$ cat config.mk
export PLATFORM = sky130hd
export DESIGN_NAME = branch_predictor
export DESIGN_NICKNAME = d
export VERILOG_FILES = /design/src/rtl/branch_predictor.sv
export SDC_FILE = /design/constraint.sdc
export NUM_CORES = 2
export LEC_CHECK = 0
export BUFFER_PORTS_ARGS = -buffer_cell sky130_fd_sc_hd__buf_2
export CAP_MARGIN = 10
export CELL_PAD_IN_SITES_DETAIL_PLACEMENT = 1
export CELL_PAD_IN_SITES_GLOBAL_PLACEMENT = 2
export CORE_MARGIN = 2
export CORE_UTILIZATION = 45
export DETAILED_ROUTE_END_ITERATION = 10
export PLACE_DENSITY_LB_ADDON = 0.1
export SYNTH_ARGS = -nofsm -noshare
export SYNTH_HDL_FRONTEND = slang
export SYNTH_SLANG_ARGS = --single-unit
$ cat constraint.sdc
create_clock -name CLK -period 6.7 [get_ports CLK]
set_input_delay 1.34 -clock CLK [delete_from_list [all_inputs] [get_ports CLK]]
set_output_delay 1.34 -clock CLK [all_outputs]
set_load 0.05 [all_outputs]
$ cat src/rtl/branch_predictor.sv
// Fetch-side dynamic branch predictor: direct-mapped 2-bit counter table with branch target buffer.
// Optional execute-stage statistics counters are enabled by defining BRANCH_PREDICTOR_STATS_EN.
module branch_predictor #(
    parameter int unsigned INDEX_BITS = 6
) (
    input  logic        CLK,
    input  logic        RST_N,
    input  logic [31:0] PC_F,
    output logic        Predict_Taken_F,
    output logic [31:0] Predict_Target_F,
    input  logic        Branch_E,
    input  logic        Branch_Taken_E,
    input  logic [31:0] PC_E,
    input  logic [31:0] Branch_Target_E
`ifdef BRANCH_PREDICTOR_STATS_EN
    ,
    input  logic        Predict_Taken_E,
    output logic [31:0] Branch_Count,
    output logic [31:0] Mispredict_Count
`endif
);

    localparam int unsigned TAG_BITS = 30 - INDEX_BITS;
    localparam int unsigned ENTRIES  = 1 << INDEX_BITS;

    logic [ENTRIES-1:0]       valid_q;
    logic [ENTRIES-1:0][1:0]  ctr_q;
    logic [TAG_BITS-1:0]      tag_q    [ENTRIES];
    logic [31:0]              target_q [ENTRIES];

    logic [INDEX_BITS-1:0] idx_f;
    logic [INDEX_BITS-1:0] idx_e;
    logic [TAG_BITS-1:0]   tag_f;
    logic [TAG_BITS-1:0]   tag_e;
    logic                  hit_f;
    logic                  hit_e;
    logic [1:0]            ctr_e;
    logic [1:0]            ctr_inc;
    logic [1:0]            ctr_dec;
    logic                  unused_pc_bits;

    assign idx_f = PC_F[INDEX_BITS+1:2];
    assign tag_f = PC_F[31:INDEX_BITS+2];
    assign idx_e = PC_E[INDEX_BITS+1:2];
    assign tag_e = PC_E[31:INDEX_BITS+2];

    // Byte-offset bits never participate in index or tag.
    assign unused_pc_bits = ^{PC_F[1:0], PC_E[1:0]};

    // Zero-latency lookup; an update on the same edge is not bypassed.
    assign hit_f            = valid_q[idx_f] && (tag_q[idx_f] == tag_f);
    assign Predict_Taken_F  = hit_f && ctr_q[idx_f][1];
    assign Predict_Target_F = Predict_Taken_F ? target_q[idx_f] : 32'h0;

    assign hit_e   = valid_q[idx_e] && (tag_q[idx_e] == tag_e);
    assign ctr_e   = ctr_q[idx_e];
    assign ctr_inc = (ctr_e == 2'b11) ? 2'b11 : ctr_e + 2'd1;
    assign ctr_dec = (ctr_e == 2'b00) ? 2'b00 : ctr_e - 2'd1;

    // Valid bits and counters: reset to invalid / weakly-not-taken.
    always_ff @(posedge CLK or negedge RST_N) begin
        if (!RST_N) begin
            valid_q <= '0;
            ctr_q   <= {ENTRIES{2'b01}};
        end else if (Branch_E) begin
            if (hit_e) begin
                ctr_q[idx_e] <= Branch_Taken_E ? ctr_inc : ctr_dec;
            end else if (Branch_Taken_E) begin
                valid_q[idx_e] <= 1'b1;
                ctr_q[idx_e]   <= 2'b10;
            end
        end
    end

    // Tag and target are only meaningful behind a valid bit, so they carry no reset.
    always_ff @(posedge CLK) begin
        if (Branch_E && Branch_Taken_E) begin
            tag_q[idx_e]    <= tag_e;
            target_q[idx_e] <= Branch_Target_E;
        end
    end

`ifdef BRANCH_PREDICTOR_STATS_EN
    logic [31:0] branch_count_q;
    logic [31:0] mispredict_count_q;

    // Saturating resolution statistics.
    always_ff @(posedge CLK or negedge RST_N) begin
        if (!RST_N) begin
            branch_count_q     <= 32'h0;
            mispredict_count_q <= 32'h0;
        end else if (Branch_E) begin
            if (branch_count_q != 32'hFFFF_FFFF) begin
                branch_count_q <= branch_count_q + 32'd1;
            end
            if ((Branch_Taken_E != Predict_Taken_E) && (mispredict_count_q != 32'hFFFF_FFFF)) begin
                mispredict_count_q <= mispredict_count_q + 32'd1;
            end
        end
    end

    assign Branch_Count     = branch_count_q;
    assign Mispredict_Count = mispredict_count_q;
`endif

endmodule
==> flow_summary_export.csv <==
group,metric,value,unit
timing,whs,0.3813,ns
finish,drive_above_1_share,0.3558,
clock_network,clkLatencyLatePin,0.98,ns
critical_path,arrival,6.15,ns
critical_path,r2r_cells,13,
global_route,gr-usage-met1,0.4533,
critical_path,cp_max_fo,8,
logic_synthesis,synth_edf_count,3584,
global_route,gr-usage-met2,0.5232,
critical_path,path_buf_inv,10,
clock_network,numClockSinks,3776,
critical_path,r2r-end,"ctr_q[105]$_DFFE_PN0P_",
global_route,grt_pass1_vias,92212,
placed_design,routabilityCongestion,0.8802,
status,violations,"negative setup slack",
clock_network,cts_root_buf,"clkbuf_16",
floorplanning,coreArea,353200,sq um
floorplanning,die_area,360200,sq um
clock_network,cts_buffers,406,
timing,worstMarginPinSlew,1.299,ns
global_route,grt_pass1_wl,804.5,mm
drt,wl_per_cell,44.64,um
floorplanning,die_h,600.1,um
drt,vias_per_cell,6.838,
timing,clock.fmax,133.6,MHz
clock_network,cts.path.max_buffers,4,
power,vdd_drop_max,249.1,uV
logic_synthesis,synth.distinct_cells,93,
drt,dr.pass1.iters,8,
timing,maxSlewHeadroom,0.1343,
timing,slew_violations,0,
timing,totalNegativeSetupSlack,-22.31,ns
logic_synthesis,synth_ff_type,"edfxtp_1",
floorplanning,rows,218,
critical_path,slowest_delay,0.56,ns
clock_network,htree_levels,5,
global_route,grt_max_degree,106,
timing,rsz0062_at_grt,"true",
logic_synthesis,synth_cells,7587,
logic_synthesis,async_reset_ff_frac,0.05085,
critical_path,cpLargestDelayFamily,"buffers and inverters",
drt,route.detailed.drc,0,
critical_path,crit_chain,"buf_16 -> buf_16 -> buf_12 -> mux4_2 -> mux4_2 -> mux4_2 -> xnor2_4 -> buf_6 -> nand4_1 -> buf_6 -> nor4_4 -> buf_4 -> nand4_1 -> buf_6 -> buf_16 -> a211oi_4 -> buf_4 -> buf_12",
timing,min_period,7.485,ns
timing,timing.final.crit_share,1.117,
finish,area_growth,16.48,%
floorplanning,pin_count,133,
timing,final_hold_viol_count,0,
logic_synthesis,syn_area,159900,sq um
flow_run,maxCapViolations,0,
finish,multiInputGateArea,45700,sq um
drt,drtAntennaViolNets,0,
global_route,gr-total-overflow,0,
critical_path,rr_startpoint,"tag_q[32][22]$_DFFE_PP_",
global_route,antenna_found_initial,48,
finish,seq_area,112500,sq um
finish,fill_cells,30471,
logic_synthesis,syn_nets,7687,
placed_design,dp_hpwl,340.1,mm
critical_path,required,5.36,ns
timing,layout_setup_ws,-0.7852,ns
power,pwr_density_cell,281.9,nW/um^2
global_route,grt_util_all_layers,0.3298,
hold_path,hold_path.class,"primary input to asynchronous set/reset pin",
critical_path,path_class,"primary input to output port",
clock_network,tritoncts,"built",
drt,drtIter0Drc,13347,
finish,layout_commonest_cell,"edfxtp_1",
drt,routed_wl,592.9,mm
placed_design,port_buffers,128,
logic_synthesis,ys_ff_latch,3776,
floorplanning,die_w,600.1,um
global_route,use_met3,0.05516,
logic_synthesis,ys_seq_area_frac,0.7035,
finish,layout_common_cells,"3584 x edfxtp_1, 1429 x mux4_2, 411 x clkbuf_16",
timing,finClkSkew,0.05626,ns
status,status,"complete, but fails checks",
finish,final_nets,8297,
power,p_leak,0.05956,uW
critical_path,cp-end-kind,"output port",
critical_path,cp-start-kind,"primary input",
logic_synthesis,yosysWarningCount,0,
critical_path,slowest_stage,"mux4_2",
drt,vias,90828,
floorplanning,start_util,0.4527,
global_route,gr-max-usage-layer,"met2",
timing,setup_viol,33,
critical_path,reg2reg_slack,2.08,ns
clock_network,clk_pin_slew_worst_paths,0.06,ns
logic_synthesis,avgSynthCellArea,21.08,sq um
[routing by layer]
| metal | share of wire | up-vias |
|---|---|---|
| li1 | - | 34156 |
| met1 | 0.39 | 50298 |
| met2 | 0.47 | 5230 |
| met3 | 0.087 | 1130 |
| met4 | 0.050 | 14 |
| met5 | 0.00014 | - |
[worst register-to-register path, cell delays in order, from the launching register on]
cell and delay [ns]:
edfxtp_1 0.39, or3b_2 0.21, a21oi_1 0.07, o41a_1 0.47, a2111o_1 0.42, nor4_1 0.56
o22ai_1 0.41, a211oi_1 0.53, buf_4 0.20, nand4_1 0.14, buf_4 0.23, or3_1 0.42
buf_4 0.24, o32a_1 0.22
[area by class of cell]
cell class / instances / area share
timing repair buffer: 758 / 0.04713
multi-input combinational: 3245 / 0.2454
clock buffer: 497 / 0.05737
inverter: 10 / 0.0002418
antenna: 21 / 0.0002821
tap: 4730 / 0.03177
sequential: 3776 / 0.6040
clock inverter: 245 / 0.01384
[repair_timing]
| action | in CTS | in global routing |
|---|---|---|
| endpoints found under the setup margin | 33 | 33 |
| hold buffers | 0 | 0 |
| gates cloned | 3 | 1 |
| resized for setup | 112 | 17 |
| pin swaps | 4 | 5 |
| setup buffers | 16 | 7 |
[registers in the layout, summed over array words and instances (netlist names)]
name and flops:
ctr_q 128, tag_q 1536, target_q 2048, valid_q 64
[synthesized netlist by cell type, types with 47 or more instances]
master	number	area, sq um
edfxtp_1	3584	107600
clkbuf_1	231	867.1
a22oi_1	147	1104
mux4_2	1429	32180
mux2i_1	219	2192
nor3_1	54	270.3
buf_2	177	885.9
buf_1	93	349.1
nand2_1	183	686.9
nor2b_1	47	294.0
dfstp_2	64	1682
a21o_1	59	442.9
o22ai_1	99	619.3
nand3_1	76	380.4
nor2_1	156	585.6
dfrtp_1	128	3203
a21oi_1	88	440.4
o21ai_0	87	435.4
a221oi_1	73	639.4
[where the power goes]
part           switching (uW)  internal, uW
registers                 134         26000
logic                    2090          1510
clock network            9690         13000
total                   11900         40600
[metrics by stage]
stage	std cells	power, uW	utilization	cell area (sq um)	worst slack (ns)
final	13282	52510	0.5273	186300	-0.7852
after global routing	13274	53740	0.5273	186300	-0.7148
after CTS	13255	52730	0.5267	186100	-0.8410
after detailed placement	12494	30190	0.4872	172100	-1.718
after global placement	12494	30120	0.4872	172100	-1.798
after floorplan	7587	28580	-	159900	-0.3076
[worst max path at each step]
stage	slack [ns]	start	end	cells after the start
after floorplan	-0.31	PC_F[4]	Predict_Target_F[0]	13
after global placement	-1.80	PC_F[2]	Predict_Target_F[10]	17
after detailed placement	-1.72	PC_F[2]	Predict_Target_F[10]	17
after CTS	-0.84	PC_F[2]	Predict_Target_F[10]	18
after global routing	-0.71	PC_F[2]	Predict_Target_F[5]	19
final	-0.79	PC_F[2]	Predict_Target_F[10]	18
[cells by family after synthesis]
| kind of cell | count (synthesis) | synth area share |
|---|---|---|
| multiplexers | 1692 | 0.2180 |
| flip-flops | 3776 | 0.7035 |
| AND/OR/NAND/NOR | 682 | 0.02165 |
| AO/OA/AOI/OAI | 830 | 0.03805 |
| XOR/XNOR | 39 | 0.002136 |
| adder cells (fa/ha/maj) | 2 | 0.0001252 |
| buffers and inverters | 566 | 0.01648 |
(Power assumes the default switching activity.)
